[config.mk]
export PLATFORM = sky130hd
export DESIGN_NAME = booth_mult_arbiter
export DESIGN_NICKNAME = d
export VERILOG_FILES = /design/src/rtl/booth_arb_pkg.sv /design/src/rtl/booth_r4_mult_comb.sv /design/src/rtl/booth_mult_arbiter.sv
export SDC_FILE = /design/constraint.sdc
export NUM_CORES = 1
export LEC_CHECK = 0
export BUFFER_PORTS_ARGS = -buffer_cell sky130_fd_sc_hd__buf_4
export CAP_MARGIN = 40
export CORE_ASPECT_RATIO = 1.25
export CORE_MARGIN = 4
export CORE_UTILIZATION = 30
export DETAILED_ROUTE_END_ITERATION = 10
export PLACE_DENSITY = 0.62
export SLEW_MARGIN = 20
export SYNTH_ARGS = -nofsm -noshare
export SYNTH_HDL_FRONTEND = slang
export SYNTH_SLANG_ARGS = --single-unit
[constraint.sdc]
create_clock -name clk -period 2.9 [get_ports clk]
set_input_delay 0.435 -clock clk [delete_from_list [all_inputs] [get_ports clk]]
set_output_delay 0.435 -clock clk [all_outputs]
set_load 0.05 [all_outputs]
[src/rtl/booth_arb_pkg.sv]
// Shared types and helpers for booth_mult_arbiter: FSM encoding,
// rotating-priority search and the statistics counter width.
package booth_arb_pkg;

  localparam int unsigned STAT_W  = 16;
  localparam int unsigned RR_MAXN = 8;

  typedef enum logic [1:0] {
    IDLE = 2'd0,
    CALC = 2'd1,
    RESP = 2'd2
  } state_e;

  typedef struct packed {
    logic       found;
    logic [2:0] idx;
  } rr_grant_t;

  // First set bit of valid[n-1:0] searching upward from ptr, wrapping modulo n.
  function automatic rr_grant_t rr_next(input logic [RR_MAXN-1:0] valid,
                                        input logic [2:0]         ptr,
                                        input int unsigned        n);
    rr_grant_t   res;
    int unsigned j;
    res = '0;
    for (int unsigned k = 0; k < RR_MAXN; k++) begin
      j = 32'(ptr) + k;
      if (j >= n) j = j - n;
      if ((k < n) && !res.found && valid[3'(j)]) begin
        res.found = 1'b1;
        res.idx   = 3'(j);
      end
    end
    return res;
  endfunction

endpackage

[src/rtl/booth_r4_mult_comb.sv]
// Combinational signed radix-4 Booth multiplier: WIDTH x WIDTH -> 2*WIDTH.
module booth_r4_mult_comb #(
  parameter int unsigned WIDTH = 4
) (
  input  logic [WIDTH-1:0]   m,
  input  logic [WIDTH-1:0]   q,
  output logic [2*WIDTH-1:0] product
);

  localparam int unsigned PW   = 2 * WIDTH;
  localparam int unsigned NDIG = WIDTH / 2;

  logic [PW-1:0]  m_ext;
  logic [WIDTH:0] q_ext;
  logic [PW-1:0]  pp;

  assign m_ext = {{WIDTH{m[WIDTH-1]}}, m};
  assign q_ext = {q, 1'b0};

  // Each overlapping 3-bit group of q selects a digit in {-2,-1,0,+1,+2}.
  always_comb begin
    product = '0;
    pp      = '0;
    for (int unsigned i = 0; i < NDIG; i++) begin
      case (q_ext[2*i +: 3])
        3'b001, 3'b010: pp = m_ext;
        3'b011:         pp = m_ext << 1;
        3'b100:         pp = -(m_ext << 1);
        3'b101, 3'b110: pp = -m_ext;
        default:        pp = '0;
      endcase
      product = product + (pp << (2 * i));
    end
  end

endmodule

[src/rtl/booth_mult_arbiter.sv]
// Round-robin arbiter sharing one Booth multiplier among NREQ requesters.
// Optional BOOTH_ARB_STATS_EN adds grant/busy-cycle counters with stat_clear.
module booth_mult_arbiter
  import booth_arb_pkg::*;
#(
  parameter  int unsigned NREQ  = 4,
  parameter  int unsigned WIDTH = 4,
  localparam int unsigned IDW   = $clog2(NREQ)
) (
  input  logic                  clk,
  input  logic                  rst_n,
  input  logic [NREQ-1:0]       req_valid,
  output logic [NREQ-1:0]       req_ready,
  input  logic [NREQ*WIDTH-1:0] req_m,
  input  logic [NREQ*WIDTH-1:0] req_q,
  output logic                  rsp_valid,
  input  logic                  rsp_ready,
  output logic [IDW-1:0]        rsp_id,
  output logic [2*WIDTH-1:0]    rsp_product
`ifdef BOOTH_ARB_STATS_EN
  ,
  input  logic                  stat_clear,
  output logic [STAT_W-1:0]     stat_busy_cycles,
  output logic [STAT_W-1:0]     stat_grants
`endif
);

  state_e               state_q, state_d;
  logic [IDW-1:0]       rr_ptr_q, rr_ptr_d;
  logic [WIDTH-1:0]     m_q, m_d, q_q, q_d;
  logic [IDW-1:0]       id_q, id_d;
  logic                 rsp_valid_q, rsp_valid_d;
  logic [IDW-1:0]       rsp_id_q, rsp_id_d;
  logic [2*WIDTH-1:0]   rsp_prod_q, rsp_prod_d;
  logic [2*WIDTH-1:0]   product_c;
  rr_grant_t            grant_c;
  logic [IDW-1:0]       gidx_c;
  logic                 accept_c;

  assign grant_c  = rr_next(8'(req_valid), 3'(rr_ptr_q), NREQ);
  assign gidx_c   = IDW'(grant_c.idx);
  // rst_n qualifies the accept so no requester sees a grant while held in reset.
  assign accept_c = (state_q == IDLE) && grant_c.found && rst_n;

  booth_r4_mult_comb #(.WIDTH(WIDTH)) u_mult (
    .m       (m_q),
    .q       (q_q),
    .product (product_c)
  );

  always_comb begin
    state_d     = state_q;
    rr_ptr_d    = rr_ptr_q;
    m_d         = m_q;
    q_d         = q_q;
    id_d        = id_q;
    rsp_valid_d = rsp_valid_q;
    rsp_id_d    = rsp_id_q;
    rsp_prod_d  = rsp_prod_q;
    req_ready   = '0;
    case (state_q)
      IDLE: begin
        if (accept_c) begin
          req_ready[gidx_c] = 1'b1;
          m_d      = req_m[gidx_c*WIDTH +: WIDTH];
          q_d      = req_q[gidx_c*WIDTH +: WIDTH];
          id_d     = gidx_c;
          rr_ptr_d = (gidx_c == IDW'(NREQ - 1)) ? '0 : gidx_c + IDW'(1);
          state_d  = CALC;
        end
      end
      CALC: begin
        rsp_prod_d  = product_c;
        rsp_id_d    = id_q;
        rsp_valid_d = 1'b1;
        state_d     = RESP;
      end
      RESP: begin
        if (rsp_ready) begin
          rsp_valid_d = 1'b0;
          state_d     = IDLE;
        end
      end
      default: state_d = IDLE;
    endcase
  end

  always_ff @(posedge clk or negedge rst_n) begin
    if (!rst_n) begin
      state_q     <= IDLE;
      rr_ptr_q    <= '0;
      m_q         <= '0;
      q_q         <= '0;
      id_q        <= '0;
      rsp_valid_q <= 1'b0;
      rsp_id_q    <= '0;
      rsp_prod_q  <= '0;
    end else begin
      state_q     <= state_d;
      rr_ptr_q    <= rr_ptr_d;
      m_q         <= m_d;
      q_q         <= q_d;
      id_q        <= id_d;
      rsp_valid_q <= rsp_valid_d;
      rsp_id_q    <= rsp_id_d;
      rsp_prod_q  <= rsp_prod_d;
    end
  end

  assign rsp_valid   = rsp_valid_q;
  assign rsp_id      = rsp_id_q;
  assign rsp_product = rsp_prod_q;

`ifdef BOOTH_ARB_STATS_EN
  logic [STAT_W-1:0] busy_q, busy_d, grants_q, grants_d;

  // Saturating counters; a clear takes precedence over a same-cycle increment.
  always_comb begin
    busy_d   = busy_q;
    grants_d = grants_q;
    if (stat_clear) begin
      busy_d   = '0;
      grants_d = '0;
    end else begin
      if ((state_q != IDLE) && (busy_q != '1)) busy_d = busy_q + STAT_W'(1);
      if (accept_c && (grants_q != '1))        grants_d = grants_q + STAT_W'(1);
    end
  end

  always_ff @(posedge clk or negedge rst_n) begin
    if (!rst_n) begin
      busy_q   <= '0;
      grants_q <= '0;
    end else begin
      busy_q   <= busy_d;
      grants_q <= grants_d;
    end
  end

  assign stat_busy_cycles = busy_q;
  assign stat_grants      = grants_q;
`endif

endmodule

# Word level (Yosys, flattened, before mapping)
# Cells that the tools add are included.
[op_classes]
n_reduce_logical = 16
addsub = 11
mux = 28
n_eq_ne = 14
n_shift = 2
order_cmp = 10
[op_table]
columns = ["cell", "count"]
rows = [
  ["variable part select 16 x 5 -> 4 bit", 2],
  ["2-to-1 mux 4 bit", 6],
  ["one-hot mux 6 bit (4 select lines)", 1],
  ["one-hot mux 8 bit (3 select lines)", 1],
  ["less-than comparator 3 x 4 -> 1 bit, second input constant", 4],
  ["negation 8 bit", 2],
  ["binary-select mux 1 bit (select 3 bit)", 4],
  ["2-to-1 mux 3 bit", 4],
  ["equality test 3 bit, second input constant", 3],
  [">= comparator 3 bit, second input constant", 3],
  ["subtractor 3 bit, second input constant", 3],
  ["adder 8 bit", 1],
  ["equality test 2 bit, second input constant", 4],
  ["adder 2 x 2 -> 3 bit, second input constant", 2],
  ["equality test 3 x 2 -> 1 bit, second input constant", 2],
  ["logical AND 1 bit", 6],
  ["2-to-1 mux 1 bit", 6],
  ["2-to-1 mux 2 bit", 3],
  ["one-hot mux 2 bit (3 select lines)", 1],
  ["AND reduction 2 bit", 3],
  ["equality test 2 x 1 -> 1 bit, second input constant", 2],
  ["!= test 2 bit, second input constant", 2],
  ["OR reduction 2 bit", 2],
  ["adder 2 x 1 -> 3 bit, second input constant", 1],
  ["other kinds (11)", 13],
]
[word_totals]
inputBits = 39
out_inout_bits = 15
register_bits = 25
elab_cells = 89

# Logic depth before layout (Yosys ltp)
# Gate-level depths: netlist of the first run.
[depth]
depth_word = 20
mapped_depth = 14

# Cells and area by module
# Synthesis of the first run repeated with hierarchy kept, for this count alone.
[hier_totals]
cells_unflattened = 203
hier_area_um2 = 1861.8
[by_module_without_submodules]
columns = ["module", "area_each_um2", "instances", "seq_area_each_um2", "cells_each"]
rows = [
  ["booth_mult_arbiter", 1262.5, 1, 625.6, 113],
  ["booth_r4_mult_comb", 599.3, 1, 0.0, 90],
]

# Worst setup path before layout of the first run
# OpenSTA, ideal clock, no wires.
[synth_path]
kind = "reg2out"
start = "reg rr_ptr_q[0]"
end = "out req_ready[0]"
t_arrival_ns = 2.606
slack_ns = -0.141
path_stages_with_launch = 12
required_ns = 2.465
path_buffers = 3
path_cell_list = "dfrtp_1 > buf_4 > inv_1 > ha_1 > buf_6 > mux2_4 > a21o_4 > a21o_1 > nor2_4 > buf_8 > ha_1 > and2_1"
[synth_via]
elab_chain_cells = 20
word_cells_on_any_way = 42
classes_between = "add/sub: 7; order compare: 6; mux: 20; reduce/logical: 9"
[synth_lines]
columns = ["item", "line_no", "rtl"]
rows = [
  ["start: declaration", "booth_mult_arbiter.sv:29", "logic [IDW-1:0] rr_ptr_q, rr_ptr_d;"],
  ["start signal: assignment", "booth_mult_arbiter.sv:100", "rr_ptr_q <= rr_ptr_d;"],
  ["branches (longest 13 deep; another with adder 2 x 1 -> 3 bit)", "--", ""],
  ["2-to-1 mux 4 bit (*)", "booth_arb_pkg.sv:29", "if ((k < n) && !res.found && valid[3'(j)]) begin"],
  ["less-than comparator 2 x 3 -> 1 bit (not written as such) / >= comparator 2 x 1 -> 1 bit (equally long branches)", "booth_mult_arbiter.sv:64", "req_ready[gidx_c] = 1'b1;"],
  ["logical AND 1 bit (not written as such)", "booth_mult_arbiter.sv:64", ""],
  ["2-to-1 mux 1 bit (not written as such)", "booth_mult_arbiter.sv:64", ""],
  ["demux 1 bit (select 2 bit)", "booth_mult_arbiter.sv:64", ""],
  ["2-to-1 mux 4 bit (*)", "booth_mult_arbiter.sv:63", "if (accept_c) begin"],
  ["2-to-1 mux 4 bit (*)", "booth_mult_arbiter.sv:61", "case (state_q)"],
  ["end: declaration", "booth_mult_arbiter.sv:13", "output logic [NREQ-1:0] req_ready,"],
]
# Mark *: on every way between the ends. The select of a mux whose other input is x is not followed.

==> run summary, run 1 <==
Leading cell type in the layout, fill and taps excluded - buf_4
Drt first pass iters - 4
Post-synth EDFFs - 0
Cells after Synth - 287
Sum of negative setup slack - 0 ps
ANT cells - 0
Sequential fraction of the synthesis area - 0.260
Grt total ovfl - 0
Asr flop ratio synth - 1.00
Antenna violations before repair - 0
CTS Root Cell - clkbuf_8
Ys Warns - 0
Synth Flop Type - dfrtp_1
CP Max Fanout - 5
FMAX - 0.351 GHz
Synth Net Count - 339
Max-cap viol count - 0
Residual DRC count - 0
Clk_lat worst skew - 280 ps
Dpl hpwl - 4620 um
Sink Count - 25
Final Skew - 2.40 ps
Final wirelength - 6110 um
Vias - 2277
Slew margin rel. - 0.614
Row count - 36
Final ANT Viol Nets - 0
I/O pin cnt - 54
Die area - 9530 sq um
Critical path required time - 2470 ps
Die span in y - 108 um
Layout cells sized above 1 - 0.335
Hold Crit Class - input port to asynchronous set/reset pin
Critical path launch point type - register
Final #Nets - 399
Pwr dens - 1350 nW/um^2
Hold bufs inserted after CTS - 0
CORE AREA - 7790 sq um
Crit. End Element - output pin
Post-DR wirelength/cell - 13.8 um
Slew Limit Fails - 0
Status - completed
Most frequent cells in the layout - 66 x buf_4, 39 x nand2_1, 27 x o21ai_0
RSZ-0062 raised after global routing - true
#FFs+latches synth - 25
Area growth, synth to finish - 30.8%
First-pass GRT wire length - 9740 um
Final worst-path cycle share - 0.983
Clock Path Buffers - 2
Global Route Usage Sum - 0.126
Setup ws final - 49.5 ps
Hold Fails Final Rpt - 0
Max IR drop VDD - 0.492 mV
Cell Area, Synth - 2410 sq um
H-tree Lvls - 1
Largest net degree at the start of global routing - 27
Leak - 1.47 nW
CTS buffer count - 3
CTS tree - built
Initial Utilization - 0.309
Fin crit period - 2850 ps
Arr. time, crit path - 2420 ps
GP Congestion - 0.871
Final setup viols - 0
Die X - 88.1 um
Unique cell type count in the Yosys netlist - 60
Initial DRC Count - 134
Via count of the first global-routing pass - 2120
Reg clk slew, reported paths - 90 ps
Least-Margin Pin Slew - 579 ps
Avg Vias per Cell - 5.16
I/O Buffers - 53
DP Worst Slack - 158 ps
Syn Area/Cell - 8.39 sq um
Kind of critical path - register to output pin
metrics by stage:
stage | instances | utilization | cell area (sq um) | total power [W] | hold WS [ps]
after floorplan | 287 | - | 2420 | 0.00303 | 139
after global placement | 428 | 0.374 | 2910 | 0.00363 | 368
after detailed placement | 428 | 0.374 | 2910 | 0.00368 | 370
after CTS | 435 | 0.387 | 3010 | 0.00402 | 58.4
after global routing | 441 | 0.404 | 3150 | 0.00466 | 65.6
final | 441 | 0.404 | 3150 | 0.00427 | 51.4
state kept, by name, indices dropped and copies added, names as in the netlist:
signal / cells
rsp_product: 8
m_q: 4
q_q: 4
id_q: 2
rr_ptr_q: 2
rsp_id: 2
state_q: 2
rsp_valid: 1
per-layer routing:
layer  track usage  up-vias  share of wire
met4        0.0356        0          0.011
li1              -     1149              -
met2         0.211       71           0.48
met5             0        -              0
met3        0.0107        5          0.050
met1         0.171     1052           0.46
final cells by class:
class,count,area (sq um)
clock buffers,3,41.3
clock inverters,1,7.51
fillers,791,4640
inverters,22,85.1
multi-input cells,221,1660
flip-flops and latches,25,626
well taps,95,119
repair buffers,74,614
kinds of logic after synthesis:
| group | synth area share |
|---|---|
| AO/OA/AOI/OAI | 0.284 |
| XOR/XNOR | 0.0327 |
| adder cells (fa/ha/maj) | 0.0706 |
| buffers and inverters | 0.0805 |
| flip-flops | 0.260 |
| multiplexers | 0.100 |
| AND/OR/NAND/NOR | 0.172 |
worst paths after layout:
kind,start,end,slack (ps),depth (start not counted)
hold reg to reg,rsp_product[4]$_DFFE_PN0P_,rsp_product[4]$_DFFE_PN0P_,490,2
hold / removal,rst_n,rsp_valid$_DFFE_PN0P_,50,1
min in group clk,rsp_ready,state_q[1]$_DFFE_PN0P_,350,2
max in group asynchronous,rst_n,m_q[3]$_DFFE_PN0P_,2600,1
setup / recovery,rr_ptr_q[0]$_DFFE_PN0P_,req_ready[1],50,10
setup reg to reg,m_q[1]$_DFFE_PN0P_,rsp_product[7]$_DFFE_PN0P_,280,14
worst max-delay path, stage by stage (launching register included):
cell,delay [ps]
dfrtp_1,380
inv_2,70
ha_4,300
mux2_4,310
a21o_4,200
a21o_1,190
nor2_4,160
inv_2,80
ha_2,170
and2_4,130
buf_8,140
cell usage after synthesis, drive strengths merged, types with 2 or more instances:
| cell type | count | area, sq um |
|---|---|---|
| a211oi | 3 | 22.5 |
| a21boi | 2 | 15.0 |
| a21o | 5 | 45.0 |
| a21oi | 18 | 90.1 |
| a221oi | 2 | 17.5 |
| a31oi | 2 | 12.5 |
| a32oi | 7 | 61.3 |
| and2 | 6 | 37.5 |
| and3 | 2 | 12.5 |
| buf | 11 | 78.8 |
| clkbuf | 8 | 30.0 |
| dfrtp | 25 | 626 |
| ha | 12 | 150 |
| inv | 22 | 85.1 |
| mux2 | 6 | 71.3 |
| mux2i | 17 | 170 |
| nand2 | 41 | 169 |
| nand2b | 4 | 25.0 |
| nand3 | 3 | 15.0 |
| nor2 | 11 | 48.8 |
| nor2b | 2 | 12.5 |
| nor3 | 7 | 40.0 |
| nor3b | 2 | 15.0 |
| o211ai | 2 | 15.0 |
| o21ai | 31 | 155 |
| o221ai | 8 | 114 |
| o31ai | 3 | 27.5 |
| xnor2 | 3 | 26.3 |
| xor2 | 6 | 52.6 |
repair_timing:
| item | CTS | global route |
|---|---|---|
| resized for setup | 6 | 20 |
| endpoints found under the setup margin | 4 | 6 |
| pin swaps | 4 | 9 |
| cloned | 0 | 1 |
| buffers inserted | 4 | 5 |
report_power, final:
part,switching (W),leakage [nW],total [W],internal [W]
clock,0.000119,0.0217,0.000217,0.0000977
sequential,0.000170,0.312,0.000686,0.000516
combinational,0.00187,1.13,0.00336,0.00150
total,0.00216,1.47,0.00427,0.00211
No activity file was read; power rests on OpenSTA's default activity.
==> run 2: changes to the inputs <==
Settings changed: PLACE_DENSITY 0.62 to not set.
Clock period 2.9 ns to 3 ns, I/O delays scaled along.
==> run 2 against run 1 <==
Wire length decreased by 7.4%. Design area is 4.0% lower. Worst setup slack improved by 52 ps. Sequential share of layout area up 0.83 points. Worst hold slack improved by 20 ps. Via count down 3.2%. Register-to-register slack about the same. Critical path type unchanged. Largest power group unchanged. Highest routed layer unchanged.
==> run summary, run 2 (synthesized netlist as in run 1, its figures left out) <==
CTS buffer count - 3
Fin cells - 434
End of the worst register-to-register path - rsp_product[7]$_DFFE_PN0P_
Initial DRC Count - 98
Final #Nets - 392
Area growth, synth to finish - 25.6%
Critical path required time - 2550 ps
CTS Root Cell - clkbuf_8
Worst r2r src - m_q[1]$_DFFE_PN0P_
Final ANT Viol Nets - 0
Worst Setup SP - rr_ptr_q[0]$_DFFE_PN0P_
Clock Path Buffers - 2
I/O pin cnt - 54
Layout cells sized above 1 - 0.313
Hold Crit Class - input port to asynchronous set/reset pin
Leak - 1.41 nW
ANT cells - 0
Arr. time, crit path - 2450 ps
Met2 Use GR - 0.206
GP Congestion - 0.858
CTS tree - built
Reg clk slew, reported paths - 90 ps
First-pass GRT wire length - 9380 um
Least-Margin Pin Slew - 579 ps
Design Area, Final - 3020 sq um
Slowest stage cell, crit path - mux2_2
FF-to-FF path depth - 13
Global Route Usage Sum - 0.118
Avg Vias per Cell - 5.08
Sum of negative setup slack - 0 ps
Largest net degree at the start of global routing - 27
Clk_lat worst skew - 270 ps
Met1 Resource Use GR - 0.151
Vias - 2204
Slew margin rel. - 0.614
RSZ-0062 raised after global routing - false
Worst path cell trace - buf_4 -> mux2_2 -> a211oi_2 -> a21o_1 -> nor2_4 -> buf_4 -> ha_1 -> and2_2 -> buf_4
Critical path's largest stage delay - 400 ps
Grt total ovfl - 0
Register-to-Register Setup Slack - 290 ps
WP buf/inv - 3
Initial Utilization - 0.309
Fin crit period - 2900 ps
Drt first pass iters - 4
Row count - 36
Die span in y - 108 um
Post-DR wirelength/cell - 13.0 um
Kind of critical path - register to output pin
Inst Count DP - 426
Status - completed
I/O Buffers - 53
FMAX - 0.345 GHz
Dpl hpwl - 4520 um
CORE AREA - 7790 sq um
Slew Limit Fails - 0
Cell mode on critical path - buf_4
Die area - 9530 sq um
Crit. End Element - output pin
CP Max Fanout - 20
Hold bufs inserted after CTS - 0
Met3 Resource Use GR - 0.0183
Max reg flops - 8
Die X - 88.1 um
H-tree Lvls - 1
Critical path launch point type - register
Delay-heaviest family, CP - buffers and inverters
Hold Fails Final Rpt - 0
Sink Count - 25
Final wirelength - 5650 um
Most frequent cells in the layout - 64 x buf_4, 39 x nand2_1, 29 x o21ai_0
Residual DRC count - 0
Pwr dens - 1280 nW/um^2
Max-cap viol count - 0
Via count of the first global-routing pass - 2118
Antenna violations before repair - 0
Final Skew - 3.67 ps
Grt peak-use layer - met2
Placement Cell Area - 2900 sq um
Final setup viols - 0
Final worst-path cycle share - 0.966
Leading cell type in the layout, fill and taps excluded - buf_4
Max IR drop VDD - 0.514 mV
run 2: cell types whose count changed in the layout (fill, tap and decap cells not counted):
cell and change:
o21ai_0 +2, ha_4 -1, clkbuf_16 -1, nor3_2 +1
ha_2 -1, ha_1 +2, buf_8 -4, nor2b_2 -1
and2_4 -2, nor3_4 -1, and2_2 +2, nor2b_1 +1
o21ai_1 -2, buf_4 -2
run 2: layout make-up:
cell class | count | area (sq um)
Clock buffer | 3 | 41.3
Inverter | 22 | 85.1
Clock inverter | 1 | 7.51
Multi-Input combinational cell | 221 | 1630
Sequential cell | 25 | 626
Tap cell | 95 | 119
Timing Repair Buffer | 67 | 514
Fill cell | 820 | 4770
run 2: worst reg2reg max path, stage by stage, from the launching register on:
cell     delay, ps
dfrtp_1        470
nor3_2         270
inv_1           80
ha_1           320
mux2i_1        160
nand2_1         70
and2_1         180
inv_1           60
ha_1           210
a21o_1         180
a21oi_1        220
o21ai_0        150
xnor2_1        150
o21ai_1         70
run 2: repair_timing:
action,4_1_cts,5_1_grt
pin swaps,3,2
resized for setup,6,5
buffers inserted,3,1
setup endpoints to repair,3,5
run 2: through the flow:
step	utilization	power (W)	hold slack (ps)	setup WS, ps
detailed placement	0.372	0.00352	383	186
global route	0.388	0.00424	77.8	1.87
finish	0.388	0.00387	71.5	101
floorplan	-	0.00292	154	2.39
global placement	0.372	0.00347	381	249
CTS	0.386	0.00386	80.7	26.7
run 2: how the worst max path moves through the flow:
stage / to / slack, ps / cells past startpoint
4_1_cts: req_ready[1] / 30 / 10
6_report: req_ready[2] / 100 / 9
3_3_place_gp: rsp_product[7]$_DFFE_PN0P_ / 250 / 13
2_1_floorplan: req_ready[1] / 2 / 12
3_5_place_dp: rsp_product[7]$_DFFE_PN0P_ / 190 / 13
5_1_grt: req_ready[2] / 2 / 10
run 2: metal layers:
metal	vias to the layer above	routed length, um
met5	-	0
met4	0	67
met3	4	332
met2	63	2660
met1	998	2590
li1	1139	-
run 2: where the power goes:
part           switching [W]  internal (W)
clock network       0.000113     0.0000943
registers           0.000176      0.000499
logic                0.00170       0.00129
total                0.00199       0.00188
==> run 3: changes to the inputs <==
Settings changed: CORE_ASPECT_RATIO 1.25 to 0.6, REMOVE_ABC_BUFFERS set to 1.
==> run 3 against run 2 <==
Sequential power about the same. Combinational power rose by 3%. Critical path depth did not move. Worst setup slack is essentially flat. Critical endpoint is now req_ready[1].
==> run summary, run 3 (synthesized netlist as in run 1, its figures left out) <==
Least-Margin Pin Slew - 566 ps
CTS tree - built
Max-cap viol count - 0
First-pass GRT wire length - 10700 um
Residual DRC count - 0
CORE AREA - 7540 sq um
Global Route Usage Sum - 0.138
CTS Root Cell - clkbuf_16
Worst path cell trace - ha_4 -> mux2_4 -> a21o_4 -> a21o_1 -> nor2_4 -> inv_2 -> ha_1 -> and2_1 -> buf_6
Final worst-path cycle share - 0.966
Crit. End Element - output pin
Row count - 24
Most frequent cells in the layout - 64 x buf_4, 39 x nand2_1, 28 x o21ai_0
Switch Pwr - 0.00211 W
I/O Buffers - 53
Total power - 0.00405 W
Via count of the first global-routing pass - 2106
Dpl hpwl - 5130 um
FMAX - 0.345 GHz
Avg Vias per Cell - 5.12
Internal cell power - 0.00194 W
Clk_lat worst skew - 260 ps
Slew margin rel. - 0.623
Critical path's largest stage delay - 410 ps
Switch share - 0.521
Logic pwr share - 0.759
Hold Fails Final Rpt - 0
Grt total ovfl - 0
Clock group share of total power - 0.074
Slew Limit Fails - 0
Area growth, synth to finish - 27.5%
Final ANT Viol Nets - 0
Status - completed
CP Max Fanout - 8
Slowest stage cell, crit path - dfrtp_1
Fin crit period - 2900 ps
Die span in y - 77.4 um
Initial Utilization - 0.320
Clock Path Buffers - 2
Initial DRC Count - 179
Max reg flops - 8
GP Congestion - 0.879
Reg clk slew, reported paths - 60 ps
Sink Count - 25
Leak - 1.43 nW
Hold Crit Class - input port to asynchronous set/reset pin
Vias - 2275
Leading cell type in the layout, fill and taps excluded - buf_4
Critical path required time - 2550 ps
Die area - 9570 sq um
Final setup viols - 0
Critical path launch point type - register
Post-DR wirelength/cell - 14.7 um
Layout cells sized above 1 - 0.306
Max IR drop VDD - 0.412 mV
Final #Nets - 393
Arr. time, crit path - 2450 ps
I/O pin cnt - 54
Final wirelength - 6530 um
Drt first pass iters - 4
Kind of critical path - register to output pin
Power share of the sequential group - 0.167
H-tree Lvls - 1
CTS buffer count - 3
WHS - 92.4 ps
Final Skew - 2.45 ps
Largest net degree at the start of global routing - 27
Die X - 124 um
ANT cells - 0
Antenna violations before repair - 0
Pwr dens - 1320 nW/um^2
RSZ-0062 raised after global routing - false
run 3: stage by stage:
step | area, sq um | setup TNS (ps) | util | setup slack [ps] | instances
floorplan | 2300 | -1670 | - | -426 | 268
global placement | 2900 | 0 | 0.385 | 193 | 435
detailed placement | 2900 | 0 | 0.385 | 137 | 435
CTS | 3000 | 0 | 0.398 | 5.25 | 440
global route | 3070 | 0 | 0.408 | 3.77 | 444
finish | 3070 | 0 | 0.408 | 101 | 444
run 3: power groups by stage:
stage | Combinational [W] | Clock (W) | Sequential, W
final | 0.00307 | 0.000300 | 0.000676
after global routing | 0.00340 | 0.000328 | 0.000706
after CTS | 0.00297 | 0.000308 | 0.000668
after detailed placement | 0.00292 | 0 | 0.000672
after global placement | 0.00288 | 0 | 0.000667
after floorplan | 0.00186 | 0 | 0.000923
run 3: worst max-delay path, delay by kind of cell, from the launching register on:
kind	cells	cell delay, ps
and+or+nand+nor	2	310
AOI/OAI and AO/OA	2	470
muxes	1	320
adders and majority gates	2	470
buffers and inverters	2	210
DFF	1	410
run 3: final cells by class:
type	instances	area, sq um
Sequential cell	25	626
Timing Repair Buffer	68	529
Clock buffer	3	75.1
Tap cell	104	130
Multi-Input combinational cell	221	1620
Fill cell	764	4470
Clock inverter	1	7.51
Inverter	22	87.6
run 3: final timing paths:
| kind | cells past startpoint | from | to | slack (ps) |
|---|---|---|---|---|
| worst max-delay path | 9 | rr_ptr_q[1]$_DFFE_PN0P_ | req_ready[1] | 100 |
| worst min-delay path | 1 | rst_n | state_q[1]$_DFFE_PN0P_ | 90 |
| worst max register to register | 13 | m_q[1]$_DFFE_PN0P_ | rsp_product[7]$_DFFE_PN0P_ | 250 |
| worst min register to register | 2 | rsp_product[5]$_DFFE_PN0P_ | rsp_product[5]$_DFFE_PN0P_ | 480 |
| max in group asynchronous | 1 | rst_n | m_q[3]$_DFFE_PN0P_ | 2640 |
| min in group clk | 2 | rsp_ready | state_q[1]$_DFFE_PN0P_ | 400 |
run 3: per-layer routing:
metal	track usage	share of wire
met5	0	0
met1	0.227	0.51
met3	0.0385	0.092
met4	0.0199	0.0048
met2	0.177	0.39
run 3: timing repair:
item / 4_1_cts / 5_1_grt
pin swaps: 1 / 1
hold buffers: 0 / 0
setup buffers: 1 / 4
gates resized for setup: 1 / 14
endpoints found under the setup margin: 4 / 6
